$ cat src/rtl/ptp_pps_gen.sv
// ptp_pps_gen
//   Consumer of the RTC time {sec[79:32], ns[31:0]}. Produces a PPS pulse
//   aligned to each seconds rollover (programmable, clamped width) and a
//   one-shot target-time trigger with arm / fire / missed / cancel.
//
//   Optional feature macro: PTP_PPS_TRIG_TS_EN
//     defined     -> trig_ts_o captures rtc_std_i on the fire edge
//     not defined -> trig_ts_o tied to zero, no capture register
//
//   Single clock domain (rtc_clk), synchronous active-high reset (rtc_rst).

module ptp_pps_gen #(
  parameter logic [31:0] PPS_MAX_W = 32'd500_000_000,
  parameter logic [31:0] NS_MAX    = 32'd999_999_999
) (
  input  logic        rtc_clk,
  input  logic        rtc_rst,
  input  logic [79:0] rtc_std_i,
  input  logic        pps_en_i,
  input  logic [31:0] pps_width_i,
  input  logic [47:0] trig_sc_i,
  input  logic [31:0] trig_ns_i,
  input  logic        trig_arm_i,
  input  logic        trig_cancel_i,
  output logic        pps_o,
  output logic        trig_o,
  output logic        trig_armed_o,
  output logic        trig_missed_o,
  output logic [79:0] trig_ts_o
);

  typedef enum logic [0:0] {
    TRIG_IDLE  = 1'b0,
    TRIG_ARMED = 1'b1
  } trig_state_t;

  // ------------------------------------------------------------------
  // Time split
  // ------------------------------------------------------------------
  logic [47:0] sec_now;
  logic [31:0] ns_now;

  assign sec_now = rtc_std_i[79:32];
  assign ns_now  = rtc_std_i[31:0];

  // ------------------------------------------------------------------
  // Rollover detection
  // ------------------------------------------------------------------
  logic [47:0] sec_d1_reg;
  logic [47:0] sec_d1_inc;
  logic        roll;
  logic        sec_jump;

  // A rollover is exactly +1 second (modulo 2^48). Any other change of
  // the seconds field (offset step, clear, backward step) is a jump.
  assign sec_d1_inc = sec_d1_reg + 48'd1;
  assign roll       = (sec_now == sec_d1_inc);
  assign sec_jump   = (sec_now != sec_d1_reg) && !roll;

  // Delayed copy of the seconds field, reloaded every cycle.
  always_ff @(posedge rtc_clk) begin
    if (rtc_rst) begin
      sec_d1_reg <= 48'd0;
    end else begin
      sec_d1_reg <= sec_now;
    end
  end

  // ------------------------------------------------------------------
  // PPS generator
  // ------------------------------------------------------------------
  logic [31:0] pps_w;
  logic        pps_reg;
  logic        pps_next;

  // Width clamp: requests beyond PPS_MAX_W are limited to PPS_MAX_W.
  assign pps_w = (pps_width_i > PPS_MAX_W) ? PPS_MAX_W : pps_width_i;

  // Rise on an enabled rollover (also restarts the width while high);
  // otherwise stay high only while enabled, no jump, and ns below width.
  // With w = 0 the first sample after the rise already satisfies
  // ns >= w, so the pulse is exactly one cycle long.
  always_comb begin
    pps_next = 1'b0;
    if (roll && pps_en_i) begin
      pps_next = 1'b1;
    end else if (pps_reg) begin
      if (!pps_en_i) begin
        pps_next = 1'b0;
      end else if (sec_jump) begin
        pps_next = 1'b0;
      end else if (ns_now >= pps_w) begin
        pps_next = 1'b0;
      end else begin
        pps_next = 1'b1;
      end
    end
  end

  // PPS output register.
  always_ff @(posedge rtc_clk) begin
    if (rtc_rst) begin
      pps_reg <= 1'b0;
    end else begin
      pps_reg <= pps_next;
    end
  end

  assign pps_o = pps_reg;

  // ------------------------------------------------------------------
  // Trigger FSM
  // ------------------------------------------------------------------
  trig_state_t state_reg;
  trig_state_t state_next;
  logic [79:0] target_reg;
  logic [79:0] target_next;
  logic [79:0] arm_target;
  logic        arm_illegal;
  logic        arm_past;
  logic        fire_cond;
  logic        fire_next;
  logic        missed_next;
  logic        trig_reg;
  logic        missed_reg;

  assign arm_target  = {trig_sc_i, trig_ns_i};
  assign arm_illegal = (trig_ns_i > NS_MAX);
  // A target equal to the current time is already too late to fire.
  assign arm_past    = (arm_target <= rtc_std_i);
  assign fire_cond   = (state_reg == TRIG_ARMED) && (rtc_std_i >= target_reg);

  // Next-state logic. Cancel wins over everything. Otherwise a pending
  // fire is taken first, and a same-cycle arm is then evaluated against
  // the post-fire state. An illegal arm only reports missed and leaves an
  // existing armed target untouched.
  always_comb begin
    state_next  = state_reg;
    target_next = target_reg;
    fire_next   = 1'b0;
    missed_next = 1'b0;
    if (trig_cancel_i) begin
      state_next = TRIG_IDLE;
    end else begin
      if (fire_cond) begin
        fire_next  = 1'b1;
        state_next = TRIG_IDLE;
      end
      if (trig_arm_i) begin
        if (arm_illegal) begin
          missed_next = 1'b1;
        end else if (arm_past) begin
          missed_next = 1'b1;
          state_next  = TRIG_IDLE;
        end else begin
          target_next = arm_target;
          state_next  = TRIG_ARMED;
        end
      end
    end
  end

  // State, target and pulse registers.
  always_ff @(posedge rtc_clk) begin
    if (rtc_rst) begin
      state_reg  <= TRIG_IDLE;
      target_reg <= 80'd0;
      trig_reg   <= 1'b0;
      missed_reg <= 1'b0;
    end else begin
      state_reg  <= state_next;
      target_reg <= target_next;
      trig_reg   <= fire_next;
      missed_reg <= missed_next;
    end
  end

  assign trig_o        = trig_reg;
  assign trig_missed_o = missed_reg;
  assign trig_armed_o  = (state_reg == TRIG_ARMED);

  // ------------------------------------------------------------------
  // Optional fire timestamp
  // ------------------------------------------------------------------
`ifdef PTP_PPS_TRIG_TS_EN
  logic [79:0] ts_reg;

  // Capture the time at which the fire condition was seen; hold it.
  always_ff @(posedge rtc_clk) begin
    if (rtc_rst) begin
      ts_reg <= 80'd0;
    end else if (fire_next) begin
      ts_reg <= rtc_std_i;
    end
  end

  assign trig_ts_o = ts_reg;
`else
  assign trig_ts_o = 80'h0;
`endif

endmodule

$ cat config.mk
export PLATFORM = sky130hd
export DESIGN_NAME = ptp_pps_gen
export DESIGN_NICKNAME = d
export VERILOG_FILES = /design/src/rtl/ptp_pps_gen.sv
export SDC_FILE = /design/constraint.sdc
export NUM_CORES = 1
export LEC_CHECK = 0
export CORE_MARGIN = 4
export CORE_UTILIZATION = 25
export CTS_CLUSTER_SIZE = 16
export DETAILED_ROUTE_END_ITERATION = 10
export PLACE_DENSITY = 0.53
export SYNTH_ARGS = -nofsm -noshare
export SYNTH_HDL_FRONTEND = slang
export SYNTH_SLANG_ARGS = --single-unit
$ cat constraint.sdc
create_clock -name rtc_clk -period 8.1 [get_ports rtc_clk]
set_clock_uncertainty 0.15 [all_clocks]
set_input_delay 1.62 -clock rtc_clk [delete_from_list [all_inputs] [get_ports rtc_clk]]
set_output_delay 1.62 -clock rtc_clk [all_outputs]
set_load 0.02 [all_outputs]
# Word level (Yosys, flattened, before mapping)
# Index checks and enable logic that the tools add are counted.
[word_totals]
reg_bits = 132
inputBits = 197
out_inout_bits = 84
word_cells = 38
[classes]
n_addsub = 1
n_lt_le_gt_ge = 5
n_eq_ne = 2
mux = 13
bitwise_logic = 4
n_reduce_logical = 7
[op_table]
columns = ["cell", "n"]
rows = [
  ["80-bit greater-or-equal comparator", 1],
  ["80-bit less-or-equal comparator", 1],
  ["48-bit by 1-bit adder with 48-bit output (second input constant)", 1],
  ["48-bit == test", 1],
  ["48-bit inequality test", 1],
  ["32-bit greater-or-equal comparator", 1],
  ["32-bit by 29-bit greater-than comparator with 1-bit output (second input constant)", 1],
  ["32-bit by 30-bit greater-than comparator with 1-bit output (second input constant)", 1],
  ["32-bit two-way mux", 1],
  ["1-bit two-way mux", 12],
  ["1-bit NOT", 4],
  ["4-bit AND reduction", 1],
  ["1-bit logical AND", 3],
  ["3-bit OR reduction", 1],
  ["2-bit OR reduction", 1],
  ["1-bit zero test", 1],
]

# Logic depth before layout (Yosys ltp)
[logic_depth]
depth_word = 8
mapped_depth = 19
mapped_depth_nobuf = 18

# Worst setup path after synthesis
# Ideal clock, no wire load.
[synth_path]
kind = "input port to flip-flop"
from = "in pps_width_i[17]"
to = "reg pps_reg, in the netlist pps_o"
setup_time_ns = 0.088
arrival_time_ns = 4.936
required_ns = 7.862
path_slack_ns = 2.926
path_stages = 17
path_buffers = 1
cell_sequence = "or4_1 -> o311ai_0 -> o21ai_0 -> a41o_1 -> a41oi_1 -> clkbuf_1 -> nand2_1 -> ha_1 -> a21o_1 -> a21oi_1 -> nor2b_1 -> o21ai_0 -> nand2_1 -> a31oi_1 -> a211oi_1 -> o311a_1 -> o32ai_2"
[synth_between]
elab_chain_cells = 8
[synth_rtl]
columns = ["item", "line_no", "text"]
rows = [
  ["from (decl)", "20", "input logic [31:0] pps_width_i,"],
  ["32-bit by 29-bit greater-than comparator with 1-bit output", "77", "assign pps_w = (pps_width_i > PPS_MAX_W) ? PPS_MAX_W : pps_width_i;"],
  ["32-bit two-way mux *", "77", ""],
  ["32-bit greater-or-equal comparator *", "92", "end else if (ns_now >= pps_w) begin"],
  ["1-bit two-way mux *", "92", ""],
  ["1-bit two-way mux *", "90", "end else if (sec_jump) begin"],
  ["1-bit two-way mux *", "88", "if (!pps_en_i) begin"],
  ["1-bit two-way mux *", "87", "end else if (pps_reg) begin"],
  ["1-bit two-way mux *", "85", "if (roll && pps_en_i) begin"],
  ["to (signal assigned)", "105", "pps_reg <= pps_next;"],
  ["to (decl)", "73", "logic pps_reg;"],
]
# Mark *: on every way between the ends. The rest lies on a longest branch, timed or not.
# A chain may end at the register's enable or synchronous reset.

# Worst setup path in the final report
[layout_path]
from = "in rtc_std_i[47]"
to = "reg target_reg[49]"
[layout_between]
elab_chain_cells = 3
[layout_rtl]
columns = ["item", "line_no", "text"]
rows = [
  ["from (decl)", "18", "input logic [79:0] rtc_std_i,"],
  ["80-bit less-or-equal comparator", "130", "assign arm_past = (arm_target <= rtc_std_i);"],
  ["1-bit NOT (no line)", "-", ""],
  ["4-bit AND reduction (no line)", "-", ""],
  ["to (signal assigned)", "172", "target_reg <= target_next;"],
  ["to (decl)", "116", "logic [79:0] target_reg;"],
]
# Every way passes these cells.

==> metrics <==
Tmin final=5520 ps; post-cts gate resize count=0; area of all placed cells without fillers=14500 um2; Overflow after GRT=0; layout cells sized above 1=3.45%; Avg Cell Area, Syn=8.15 um2; Max clock buf depth=2; CTS buffer count=17; I/O pins=281; WP data arrival=5670 ps; Tightest Pin Transition=971 ps; asr flop ratio synth=0%; CTS tree=built; Final period util=68.1%; R2R cell count=9; first-pass GRT wire length=58800 um; Synth Warn #=0; Worst Hold End=target_reg[31]$_SDFFE_PP0P_; gpl congestion=0.924; unique cell type count in the Yosys netlist=65; hold depth=2; RR Startpoint=sec_d1_reg[10]$_SDFF_PP0_; row count=78; Syn Inst Count=1419; register-to-register setup slack=4580 ps; post-route ant nets=0; Largest register FFs=80; Max Clk Rate=181 MHz; Yosys reg bits=132; Post-synth EDFFs=0; Hold Path Origin=target_reg[31]$_SDFFE_PP0P_; nature of the critical path endpoint=register; Detailed Route WL=38300 um; drt drc=0; worst ir drop on vdd=0.134 mV; GRT Total Usage=15.0%; drt pass-1 iters=5; Max Slew Vio Count=0; WP data required=8250 ps; DP HPWL=32600 um; Post-CTS Setup Bufs=0; Core Region=45600 um2; routed length per instance=17.2 um; clock slew at reported path FFs=60 ps; Clk Latency, worst-skew pair=450 ps; PwrDens=133 nW/um2; critical path class=in -> reg; 1st-iter DRT viols=577; setup TNS=0 ps; Cell Area, Synth=11600 um2; Worst Setup Start Kind=input port; Leak=6.59 nW; most common cell after layout, fill and taps aside=clkdlybuf4s50_1; worst-path maximum fanout=52; Max Cap Viol=0; Min-Delay Path Class=reg -> reg; outcome=finished clean; sequential fraction of the synthesis area=22.8%; Sink Count=132; largest net degree at the start of global routing=79; Synth Flop Type=dfxtp_1; Final Hold Vio Count=0; IO Port Bufs=200; hold_buf cts=0; htree depth=4; setup violators final=0; commonest cells after routing, fill and taps aside=199 x clkdlybuf4s50_1, 193 x ha_1, 183 x nor2_1; r2r endpoint=pps_o$_SDFF_PP0_; vias in the first global route=10575; Die X-Extent=223 um; Vias=10427; Max-slew headroom=35.3%; CP startpoint=rtc_std_i[47]; die height=223 um; Initial Util=25.4%; dpl cell area=13900 um2; Avg Vias per Cell=4.68; nets=2000; unrepaired setup endpoints after global routing=no; Root Buffer=clkbuf_16; full die area=49800 um2; Area growth, synth to finish=25.4%; initial antenna violation count=6
-- critical path: stages --
cell,delay [ps]
clkdlybuf4s50_1,650
inv_1,110
ha_1,310
nand4_1,190
nor4_1,640
nand4_1,390
nor3_1,390
nor4_1,130
o21ai_4,80
buf_4,730
mux2i_1,270
nor2_1,60
-- layer usage --
layer  vias to the layer above  routed length, um  global-route usage (%)  part of all wire, %
li1                       5178                  -                       -                    -
met1                      4919              17200                    18.9                   45
met2                       268              18200                    25.2                   48
met3                        58               1640                    2.91                  4.3
met4                         4               1160                    5.97                  3.0
met5                         -                 30                       0                0.078
-- how the worst max path moves through the flow --
stage / endpoint / depth (start not counted)
after floorplan: pps_o$_SDFF_PP0_ / 17
after global placement: target_reg[19]$_SDFFE_PP0P_ / 12
after detailed placement: target_reg[20]$_SDFFE_PP0P_ / 12
after CTS: target_reg[49]$_SDFFE_PP0P_ / 12
after global routing: target_reg[45]$_SDFFE_PP0P_ / 12
final: target_reg[49]$_SDFFE_PP0P_ / 12
-- cell usage after synthesis, types with 3 or more instances --
cell         n  area, um2
nand3_1     35        175
o41ai_1      4       35.0
xor2_1      16        140
mux2i_1     80        801
nor4_4       3       63.8
nand4_1     57        357
or3_1        5       31.3
inv_1      166        623
nor2_1     183        687
nor3_1      10       50.1
nor4b_1      3       26.3
nor2b_1     10       62.6
and2_1       6       37.5
dfxtp_1    132       2640
or4_1        4       30.0
and3_1      11       68.8
and4_1       5       43.8
buf_2       11       55.1
buf_4       81        608
o211ai_1    10       75.1
a31oi_1      7       43.8
ha_1       193       2410
nor3b_1      4       30.0
nor4_1      11       68.8
a21o_1      56        420
o311ai_0     4       35.0
nand4_4      3       63.8
a211oi_1     8       60.1
o21ai_0     39        195
a221oi_1     4       35.0
a21oi_1     61        305
o2111ai_1    6       52.6
nand2_1     67        251
a2111oi_0    5       43.8
nand2b_1     6       37.5
clkbuf_1    19       71.3
xnor2_1     56        490
-- cell families (layout without fill, tap and decap cells) --
kind of cell,Yosys count,after routing,share of synthesized area [%]
muxes,80,80,6.92
adders and majority gates,193,193,20.9
other,2,88,0.0649
AOI/OAI and AO/OA,224,224,12.9
DFF,132,132,22.8
xor gates and xnor gates,72,72,5.45
and+or+nand+nor,436,436,19.0
buffers and inverters,280,403,12.0
-- cell type report --
cell class              count  area, um2
well taps                 600        751
clock buffers              18        429
diodes                      5       12.5
fillers                  4843      31100
inverters                 166        623
multi-input cells        1088       7860
flip-flops and latches    132       2640
repair buffers            205       2040
clock inverters            14        156
-- per-stage QoR --
stage | power [mW] | util (%) | setup WS [ps] | hold slack [ps] | instances
2_1_floorplan | 0.980 | - | 2930 | 275 | 1500
3_3_place_gp | 1.15 | 30.5 | 2120 | 294 | 2191
3_5_place_dp | 1.16 | 30.5 | 2100 | 297 | 2191
4_1_cts | 1.96 | 31.8 | 2550 | 306 | 2223
5_1_grt | 2.04 | 31.8 | 2440 | 331 | 2227
6_report | 1.93 | 31.8 | 2580 | 302 | 2228
-- report_power, final --
group | internal (mW) | switching, mW
logic | 0.211 | 0.255
registers | 0.667 | 0.0193
clock network | 0.456 | 0.325
total | 1.33 | 0.599
Power figures use the tool's default switching activity.
